===== src/rtl/instr_fetch_decode_if.sv =====
// rtl/instr_fetch_decode_if.sv - ROM, execute-feedback and decoded-field bundle for instr_fetch_decode
interface instr_fetch_decode_if;
    logic [15:0] oAddress;
    logic [27:0] iInstruction;
    logic        iStall;
    logic        iBranchTaken;
    logic [15:0] iBranchTarget;
    logic        oValid;
    logic [3:0]  oOperation;
    logic [7:0]  oDestination;
    logic [7:0]  oSourceA;
    logic [7:0]  oSourceB;
    logic [15:0] oLiteral;
    logic [15:0] oInstrAddress;

    modport master (
        output iInstruction, iStall, iBranchTaken, iBranchTarget,
        input  oAddress, oValid, oOperation, oDestination, oSourceA, oSourceB,
               oLiteral, oInstrAddress
    );

    modport slave (
        input  iInstruction, iStall, iBranchTaken, iBranchTarget,
        output oAddress, oValid, oOperation, oDestination, oSourceA, oSourceB,
               oLiteral, oInstrAddress
    );
endinterface


===== src/rtl/instr_fetch_decode.sv =====
// rtl/instr_fetch_decode.sv - PC/instruction-register fetch stage with stall, branch redirect and field decode
module instr_fetch_decode (
    input  logic                  Clock,
    input  logic                  Reset,
    instr_fetch_decode_if.slave   bus
);

    typedef enum logic [1:0] {
        IDLE   = 2'd0,
        RUN    = 2'd1,
        BUBBLE = 2'd2
    } state_t;

    state_t      state;
    state_t      state_nxt;

    logic [15:0] pc;
    logic [27:0] ir;
    logic [15:0] instr_addr;
    logic        valid;

    logic        do_branch;
    logic        do_capture;

    always_ff @(posedge Clock) begin
        if (Reset) begin
            state <= IDLE;
        end else begin
            state <= state_nxt;
        end
    end

    always_comb begin
        state_nxt = state;
        case (state)
            IDLE: begin
                state_nxt = RUN;
            end
            RUN: begin
                if (bus.iBranchTaken) begin
                    state_nxt = BUBBLE;
                end
            end
            BUBBLE: begin
                if (bus.iBranchTaken) begin
                    state_nxt = BUBBLE;
                end else if (!bus.iStall) begin
                    state_nxt = RUN;
                end
            end
            default: begin
                state_nxt = IDLE;
            end
        endcase
    end

    // Branch outranks stall: a redirect must never be lost behind a busy downstream.
    always_comb begin
        do_branch  = 1'b0;
        do_capture = 1'b0;
        case (state)
            RUN, BUBBLE: begin
                do_branch  = bus.iBranchTaken;
                do_capture = !bus.iBranchTaken && !bus.iStall;
            end
            default: begin
                do_branch  = 1'b0;
                do_capture = 1'b0;
            end
        endcase
    end

    always_ff @(posedge Clock) begin
        if (Reset) begin
            pc         <= 16'h0000;
            ir         <= 28'h0000000;
            instr_addr <= 16'h0000;
            valid      <= 1'b0;
        end else if (do_branch) begin
            pc    <= bus.iBranchTarget;
            valid <= 1'b0;
        end else if (do_capture) begin
            ir         <= bus.iInstruction;
            instr_addr <= pc;
            pc         <= pc + 16'h0001;
            valid      <= 1'b1;
        end
    end

    assign bus.oAddress      = pc;
    assign bus.oValid        = valid;
    assign bus.oInstrAddress = instr_addr;
    assign bus.oOperation    = ir[27:24];
    assign bus.oDestination  = ir[23:16];
    assign bus.oSourceA      = ir[15:8];
    assign bus.oSourceB      = ir[7:0];
    assign bus.oLiteral      = ir[15:0];

endmodule


===== src/flat_wrapper.sv =====
// flat-port wrapper written by rule: the top's interface ports become plain ports
module instr_fetch_decode_flat 
  (Clock, Reset, bus_iInstruction, bus_iStall, bus_iBranchTaken, bus_iBranchTarget, bus_oAddress, bus_oValid, bus_oOperation, bus_oDestination, bus_oSourceA, bus_oSourceB, bus_oLiteral, bus_oInstrAddress);
  instr_fetch_decode_if bus_i ();
  input  logic Clock;
  input  logic Reset;
  input wire logic [$bits(bus_i.iInstruction)-1:0] bus_iInstruction;
  input wire logic [$bits(bus_i.iStall)-1:0] bus_iStall;
  input wire logic [$bits(bus_i.iBranchTaken)-1:0] bus_iBranchTaken;
  input wire logic [$bits(bus_i.iBranchTarget)-1:0] bus_iBranchTarget;
  output wire logic [$bits(bus_i.oAddress)-1:0] bus_oAddress;
  output wire logic [$bits(bus_i.oValid)-1:0] bus_oValid;
  output wire logic [$bits(bus_i.oOperation)-1:0] bus_oOperation;
  output wire logic [$bits(bus_i.oDestination)-1:0] bus_oDestination;
  output wire logic [$bits(bus_i.oSourceA)-1:0] bus_oSourceA;
  output wire logic [$bits(bus_i.oSourceB)-1:0] bus_oSourceB;
  output wire logic [$bits(bus_i.oLiteral)-1:0] bus_oLiteral;
  output wire logic [$bits(bus_i.oInstrAddress)-1:0] bus_oInstrAddress;
  assign bus_i.iInstruction = bus_iInstruction;
  assign bus_i.iStall = bus_iStall;
  assign bus_i.iBranchTaken = bus_iBranchTaken;
  assign bus_i.iBranchTarget = bus_iBranchTarget;
  assign bus_oAddress = bus_i.oAddress;
  assign bus_oValid = bus_i.oValid;
  assign bus_oOperation = bus_i.oOperation;
  assign bus_oDestination = bus_i.oDestination;
  assign bus_oSourceA = bus_i.oSourceA;
  assign bus_oSourceB = bus_i.oSourceB;
  assign bus_oLiteral = bus_i.oLiteral;
  assign bus_oInstrAddress = bus_i.oInstrAddress;
  instr_fetch_decode u_core (.Clock(Clock), .Reset(Reset), .bus(bus_i));
endmodule

===== config.mk =====
export PLATFORM = sky130hd
export DESIGN_NAME = instr_fetch_decode_flat
export DESIGN_NICKNAME = d
export VERILOG_FILES = /design/src/rtl/instr_fetch_decode_if.sv /design/src/rtl/instr_fetch_decode.sv /design/src/flat_wrapper.sv
export SDC_FILE = /design/constraint.sdc
export NUM_CORES = 1
export LEC_CHECK = 0
export ABC_CLOCK_PERIOD_IN_PS = 3800
export CAP_MARGIN = 20
export CORE_MARGIN = 2
export CORE_UTILIZATION = 51
export DETAILED_ROUTE_END_ITERATION = 8
export DONT_BUFFER_PORTS = 1
export GPL_TIMING_DRIVEN = 0
export PLACE_DENSITY = 0.65
export SKIP_CTS_REPAIR_TIMING = 1
export SLEW_MARGIN = 20
export SYNTH_ARGS = -nofsm -noshare
export SYNTH_HDL_FRONTEND = slang
export SYNTH_SLANG_ARGS = --single-unit

===== constraint.sdc =====
create_clock -name Clock -period 3.8 [get_ports Clock]
set_input_delay 0.76 -clock Clock [delete_from_list [all_inputs] [get_ports Clock]]
set_output_delay 0.76 -clock Clock [all_outputs]
set_load 0.01 [all_outputs]

; ---- After elaboration in Yosys (flattened, before gate mapping)
; Cells that the tools add are included.
[word_totals]
ff_bits = 63
wordCells = 28
[op_classes]
n_addsub = 1
eq_ne = 4
n_mux = 8
bitwise_logic = 1
n_reduce_logical = 9
[op_table]
columns = cell, count
row1 = 16-bit two-way mux, 2
row2 = 16-bit by 1-bit adder with 16-bit output (second input constant), 1
row3 = 2-bit two-way mux, 3
row4 = 2-bit one-hot mux with 3 select lines, 1
row5 = 2-bit AND reduction, 2
row6 = 2-bit OR reduction, 2
row7 = 3-bit inequality test (second input constant), 1
row8 = 2-bit by 1-bit equality test with 1-bit output (second input constant), 1
row9 = 2-bit equality test (second input constant), 1
row10 = 1-bit zero test, 2
row11 = 2-bit zero test, 1
row12 = 1-bit two-way mux, 2
row13 = 2-bit inequality test (second input constant), 1
row14 = 2-bit nonzero test, 1
row15 = 1-bit logical AND, 1
row16 = 1-bit inverter, 1

; ---- Longest topological paths before layout
; Gate-level depths: netlist of run 1.
[logic_depth]
word_depth = 5
depth_mapped = 8

; ---- Least setup slack after synthesis of run 1
; No wires, ideal clock.
[synth_path]
kind = input-to-reg
start = in bus_iBranchTaken
end = reg u_core.pc[11], in the netlist u_core.bus.oAddress[11]
setup_ps = 79
arrival_ps = 1817
slack_ps = 1904
cell_stages = 4
path_buffers = 1
cell_sequence = buf_6 or3b_1 or4b_1 o211ai_1
[synth_between]
elab_chain_cells = 4
[synth_rtl]
columns = element, line
row1 = "start, declared", flat_wrapper.sv:9  ; input wire logic [$bits(bus_i.iBranchTaken)-1:0] bus_iBranchTaken;
row2 = 1-bit zero test, instr_fetch_decode.sv:64  ; do_capture = !bus.iBranchTaken && !bus.iStall;
row3 = 1-bit logical AND, instr_fetch_decode.sv:64
row4 = 1-bit two-way mux, instr_fetch_decode.sv:61  ; case (state)
row5 = 2-bit nonzero test (no source line), --
row6 = "end signal, assigned", instr_fetch_decode.sv:80  ; pc <= bus.iBranchTarget;
row7 = "end signal, assigned", instr_fetch_decode.sv:85  ; pc <= pc + 16'h0001;
row8 = "end, declared", instr_fetch_decode.sv:17  ; logic [15:0] pc;
; Parallel ways exist; a longest one is shown, timed or not.
; A chain may end at the register's enable or synchronous reset.

; ---- Worst setup path after layout of run 1
[layout_path]
start = reg u_core.state[0]
end = reg u_core.pc[12], in the netlist u_core.bus.oAddress[12]
[layout_between]
elab_chain_cells = 4
[layout_rtl]
columns = element, line
row1 = "start, declared", instr_fetch_decode.sv:14  ; state_t state;
row2 = "start signal, assigned", instr_fetch_decode.sv:29  ; state <= state_nxt;
row3 = 2-bit by 1-bit equality test with 1-bit output / 2-bit equality test (equally long branches), instr_fetch_decode.sv:61
row4 = 2-bit OR reduction (*), instr_fetch_decode.sv:61
row5 = 1-bit two-way mux, instr_fetch_decode.sv:61
row6 = 16-bit two-way mux / 2-bit nonzero test (equally long branches), --
; Every way passes the cells marked *; elsewhere a longest branch is shown, timed or not.

==> results of run 1 <==
[per-stage QoR]
step                      cells  util [%]
after detailed placement    433      53.9
after floorplan             361         -
after global routing        449      57.7
final                       449      57.7
after global placement      433      53.9
after CTS                   449      57.7
[worst paths after layout]
kind                                 from                            to  slack [ns]  cells after the start
min reg2reg  u_core.bus.oInstrAddress[13]  u_core.bus.oInstrAddress[13]        0.50                      2
min          u_core.bus.oInstrAddress[13]  u_core.bus.oInstrAddress[13]        0.50                      2
max reg2reg               u_core.state[0]       u_core.bus.oAddress[12]        1.61                      7
max                       u_core.state[0]       u_core.bus.oAddress[12]        1.61                      7
[cell usage after synthesis, drive strengths merged (2+ instances only)]
cell,n,area [um2]
ha,5,62.6
a31oi,2,12.5
nor4,8,71.3
dfxtp,63,1260
buf,29,194
nand2,107,402
a21oi,53,265
a211oi,6,45.0
clkbuf,10,37.5
nand3,6,35.0
a22oi,4,30.0
or3,3,18.8
nor2,13,48.8
inv,10,37.5
o31ai,2,15.0
nand2b,2,12.5
and2,2,12.5
nand4,4,31.3
xnor2,4,35.0
o21ai,3,15.0
nor3,4,20.0
a311oi,2,17.5
nand3b,3,22.5
and3,2,12.5
[per-layer routing]
layer,GRT usage [%],part of all wire [%],vias up
met4,6.84,1.0,0
met2,37.4,46,112
li1,-,-,1229
met1,29.2,43,1133
met3,8.51,9.6,8
met5,0,0,-
[cells by family (layout without fill, tap and decap cells)]
kind of cell / after synthesis / in the layout / share of synthesized area, %
XOR/XNOR: 4 / 4 / 1.23
AND/OR/NAND/NOR: 158 / 158 / 25.5
buffers and inverters: 49 / 65 / 9.48
flip-flops: 63 / 63 / 44.4
AO/OA/AOI/OAI: 80 / 80 / 16.4
multiplexers: 2 / 2 / 0.749
adder cells (fa/ha/maj): 5 / 5 / 2.20
[registers in the layout (all words and copies together), names as in the netlist]
name,cells
u_core.bus.oAddress,16
u_core.bus.oInstrAddress,16
u_core.bus.oValid,1
u_core.ir,28
u_core.state,2
[power breakdown]
part / internal, mW / total (mW) / switching (mW)
registers: 0.763 / 0.941 / 0.178
clock network: 0.337 / 0.601 / 0.263
logic: 0.194 / 0.500 / 0.306
total: 1.29 / 2.04 / 0.747
[final cells by class]
cell class / instances / area, um2 / share of cell area [%]
buffer: 39 / 231 / 7.38
inverter: 10 / 37.5 / 1.20
clock inverter: 5 / 56.3 / 1.79
tap: 72 / 90.1 / 2.87
multi-input combinational: 249 / 1310 / 41.7
sequential: 63 / 1260 / 40.2
clock buffer: 11 / 151 / 4.83
[worst min-delay path, stage by stage (launching register included)]
cell,delay [ns]
dfxtp_1,0.34
nand2_1,0.06
a21oi_1,0.05
==> results.md, run 1 <==
* Setup ws final at 1.61 ns
* Number of DRC markers in iteration 0 at 81
* Clock Latency Late Sink at 0.34 ns
* I/O pins at around 130
* Vias in the first global route at 2,228
* CP arrival at 2.44 ns
* Delay of the slowest cell on the worst path at approximately 0.6 ns
* Critical Path RT at 4.05 ns
* H-tree levels at 3
* DRT Pass-1 Iters at 4
* Period utilization at 57.6%
* Number of synthesized register bits at 63
* Commonest non-fill, non-tap cell in the layout: nand2_1
* NumNets Final at 425
* Worst path bufs/invs at 2
* YS warnings at 0
* Site Rows at 27
* CTS tree: yes
* Antenna violations before repair at 0
* Post-synthesis cell area at 2840 um2
* CP max FO at 9
* Pwr Total at 2.04 mW
* Die height at about 79 um
* Final Setup Violations at 0
* Post-route cell area at 3140 um2
* CTS Buffer Depth at 2
* DRC violations left at 0
* Die area at 6180 um2
* Hold Path Class: reg2reg
* Most frequent cells in the layout: 107 x nand2_1, 63 x dfxtp_1, 53 x a21oi_1
* Post-Synthesis Cells at 361
* RePlAce Congestion at slightly below 0.9
* Post-route ant nets at 0
* Setup TNS at 0 ns
* RSZ-0062 raised after global routing: false
* Hold WS at ~0.50 ns
* EDFF count, synth at 0
* Share of layout cells above drive strength 1 at 12.7%
* Slew HR at around 55%
* ANT cells at 0
* Primary FF master, synth: dfxtp_1
* Post-synthesis net count at 414
* Clock transition at the registers of the reported paths at approximately 0.07 ns
* Post-place setup slack at 1.59 ns
* Cell variety after synth at 45
* First-pass GRT wire length at 11,200 um
* I/O Buffers at 0
* Final Skew at 0.00619 ns
* Status: finished clean
* Post-Place Cell Area at 2930 um2
* Via count at 2,482
* HPWL Detailed at 5160 um
* Crit path max-delay family: simple AND/OR/NAND/NOR gates
* Filler cells at 537
* WS Path Type: reg2reg
* Max Cap Violations at 0
* Share of flip-flops with an asynchronous set or reset at 0%
* Die width at 78.6 um
* Worst vdd ir at 0.368 mV
* CTS Root Cell: clkbuf_8
* Starting Density at a little over half
* Cell area power density at 651 nW/um2
* Static Leak at about 1.1 nW
* Setup crit start kind: flop
* Clk sinks at 63
* Core area at 5440 um2
* Largest net degree at the start of global routing at 12
* Global route overflow at 0
* Slowest CP cell: nor3b_2
* Area Growth Syn to Fin at 10.5%
* Syn_area_per_cell at 7.86 um2
* Final wirelength at between 7000 and 8000 um
* Vias per inst at 5.53
* Tmin final at about 2.2 ns
* Fmax at 457 MHz
* Fin. Hold Viols at 0
* All-Layer GR Usage at 23.2%
* CP Cell Sequence: inv_1 -> ha_1 -> buf_2 -> nor3b_2 -> nand2_1 -> or2_1 -> a41oi_1
* TritonCTS Buffers at 9
* Routed WL per cell at 16.0 um
* Final slew viol count at 0
* Tightest Pin Transition at ~0.66 ns
* Crit path capture type: flop
* Seq/Total Area, Yosys at 44.4%
Note: power is estimated with default switching activity, not from simulation.
==> inputs of run 2 (changes only) <==
Settings changed: ABC_CLOCK_PERIOD_IN_PS 3800 to 2200.
Clock period 3.8 ns to 2.2 ns, I/O delays scaled along.
==> run 2 against run 1 <==
Worst setup slack lost 1.5 ns. Cell area up 0.32%. Combinational power grew 75%. Flip-flop and latch count unchanged. Register-to-register slack worse by 1.5 ns. Maximum frequency increased by 6.5%. First-iteration DRC count increased by 2.5%. Sequential share of layout area is 0.13 points lower. Die area did not move. Clock power rose by 75%. Non-clock buffer count stayed put. Global-route usage is the same.
==> results.md, run 2 (synthesis gave the netlist of run 1 again) <==
* Status: finished clean
* Met1 Usage GRT at 29.2% (unchanged)
* Global route overflow at 0 (unchanged)
* All-Layer GR Usage at 23.2% (unchanged)
* Tightest Pin Transition at 0.588 ns (-0.0765 ns)
* Post-Place Cell Area at 2930 um2 (unchanged)
* Delay of the slowest cell on the worst path at 0.40 ns (-0.19 ns)
* WHS Path Cells at 2 (unchanged)
* CTS Root Cell: clkbuf_8
* Clock Latency Late Sink at 0.34 ns (about the same)
* Largest net degree at the start of global routing at 12 (unchanged)
* Slowest CP cell: or3b_1
* Crit path capture type: flop
* TritonCTS Buffers at 9 (unchanged)
* Most common cell on crit path: buf_2
* Antenna violations before repair at 0 (unchanged)
* Number of DRC markers in iteration 0 at 83 (+2.5%)
* Critical path depth at 8 (+1)
* Global routing's busiest layer: met2
* Period utilization at 93.5% (+36 points)
* HP Start: bus_iInstruction[23]
* DRT Pass-1 Iters at 4 (unchanged)
* Cell area power density at 1130 nW/um2 (+73%)
* Critical Path RT at 2.40 ns (-1.65 ns)
* CTS Buffer Depth at 2 (unchanged)
* RePlAce Congestion at 0.875 (unchanged)
* Inst Count DP at 433 (unchanged)
* I/O pins at 125 (unchanged)
* Filler cells at 534 (-0.56%)
* Gate power share at 24.7% (+0.2 points)
* R2r endpoint: u_core.ir[3]
* Via count at 2,480 (-0.081%)
* NumNets Final at 425 (unchanged)
* CP max FO at 10 (+1)
* Setup crit start kind: flop
* Site Rows at 27 (unchanged)
* Net Switching at 1.30 mW (+74%)
* Clk sinks at 63 (unchanged)
* Static Leak at 1.11 nW (+0.90%)
* Die area at 6180 um2 (unchanged)
* Max Cap Violations at 0 (unchanged)
* Final Setup Violations at 0 (unchanged)
* CTS tree: yes
* Met3 Usage GRT at 8.51% (unchanged)
* Starting Density at 52.2% (unchanged)
* Pwr Total at 3.55 mW (+74%)
* Switch share at 36.6% (+0.061 points)
* Die width at 78.6 um (unchanged)
* Multi-input logic area at 1320 um2 (+0.48%)
* Most frequent cells in the layout: 107 x nand2_1, 63 x dfxtp_1, 53 x a21oi_1
* Clock Power Share at 29.5% (about the same)
* Seq pwr share at 45.8% (-0.3 points)
* CP Cell Sequence: inv_1 -> ha_1 -> buf_2 -> or3b_1 -> buf_2 -> clkbuf_2 -> nand2_1 -> a21oi_1
* DRC violations left at 0 (unchanged)
* Fin. Hold Viols at 0 (unchanged)
* HPWL Detailed at 5160 um (unchanged)
* Routed WL per cell at 16.1 um (+0.61%)
* Share of layout cells above drive strength 1 at 13.5% (+0.80 points)
* Met2 Track Usage GR at 37.4% (unchanged)
* CP arrival at 2.26 ns (-0.18 ns)
* I/O Buffers at 0 (unchanged)
* Final wirelength at 7210 um (+0.61%)
* Area Growth Syn to Fin at 10.8%
* Seq. cell area at 1260 um2 (unchanged)
* Post-route ant nets at 0 (unchanged)
* H-tree levels at 3 (unchanged)
* Worst vdd ir at 0.635 mV (+73%)
* WS Path Type: reg2reg
* Max FFs per register at 28 (unchanged)
* Hold Path Class: in2reg
* ANT cells at 0 (unchanged)
* Hold WS at 0.221 ns (-0.279 ns)
* Crit path max-delay family: buffers and inverters
* Non-filler cells, final at 449 (unchanged)
* First-pass GRT wire length at 11,200 um (unchanged)
* Commonest non-fill, non-tap cell in the layout: nand2_1
* Vias in the first global route at 2,228 (unchanged)
* Die height at 78.6 um (unchanged)
* Fmax at 486 MHz (+6.5%)
* Internal reg-to-reg setup slack at 0.14 ns (-1.47 ns)
* Reg-to-reg startpoint: u_core.state[0]
* Most flops, register: u_core.ir
* Post-route cell area at 3150 um2 (+0.32%)
* Clock transition at the registers of the reported paths at 0.07 ns (about the same)
* WHS Endpoint: u_core.ir[23]
* Final Skew at 0.00817 ns (+0.00198 ns)
* RSZ-0062 raised after global routing: true
* Vias per inst at 5.52 (about the same)
* Slew HR at 60.8% (+5.3 points)
* Tmin final at 2.06 ns (-0.133 ns)
* Final slew viol count at 0 (unchanged)
* Reg2Reg Depth at 8 (+1)
* Core area at 5440 um2 (unchanged)
* Internal cell power at 2.25 mW (+74%)
* Worst path bufs/invs at 4 (+2)
## run 2: worst max path at each step
stage / start / endpoint / slack [ns]
final: u_core.state[0] / u_core.ir[3] / 0.14
after global routing: u_core.state[0] / u_core.bus.oAddress[12] / -0.03
after CTS: u_core.state[0] / u_core.bus.oAddress[12] / -0.04
after detailed placement: u_core.state[0] / u_core.bus.oAddress[12] / -0.01
after global placement: u_core.state[0] / u_core.bus.oAddress[12] / -0.006
after floorplan: u_core.state[0] / u_core.bus.oAddress[11] / 0.35
## run 2: worst reg2reg max path: cells and delay by family (launching register included)
kind                     cells  cell delay, ns
AO/OA/AOI/OAI                1            0.06
adder cells (fa/ha/maj)      1            0.28
buffers and inverters        4            0.70
flip-flops                   1            0.39
AND/OR/NAND/NOR              2            0.50
## run 2: metrics by stage
stage          TNS [ns]  setup slack [ns]  util (%)
2_1_floorplan         0             0.352         -
3_3_place_gp   -0.00648          -0.00648      53.9
3_5_place_dp    -0.0143           -0.0143      53.9
4_1_cts         -0.0398           -0.0398      57.7
5_1_grt         -0.0393           -0.0283      57.9
6_report              0             0.142      57.9
## run 2: layout make-up
| cell class | count | area share (%) |
|---|---|---|
| clock inverter | 5 | 1.79 |
| sequential | 63 | 40.1 |
| multi-input combinational | 249 | 41.8 |
| tap | 72 | 2.86 |
| clock buffer | 11 | 4.81 |
| inverter | 10 | 1.19 |
| buffer | 39 | 7.48 |
## run 2: routing by layer
layer / wire length [um] / share of wire [%]
met5: 0 / 0
met2: 3330 / 46
met4: 72 / 1.0
met1: 3190 / 44
met3: 620 / 8.6
## run 2: power by group through the flow
stage / clock network [mW] / registers (mW) / logic, mW
after global placement: 0 / 1.65 / 0.846
after global routing: 1.11 / 1.66 / 0.994
after floorplan: 0 / 1.58 / 0.692
final: 1.05 / 1.62 / 0.876
after CTS: 1.06 / 1.63 / 0.867
after detailed placement: 0 / 1.65 / 0.864
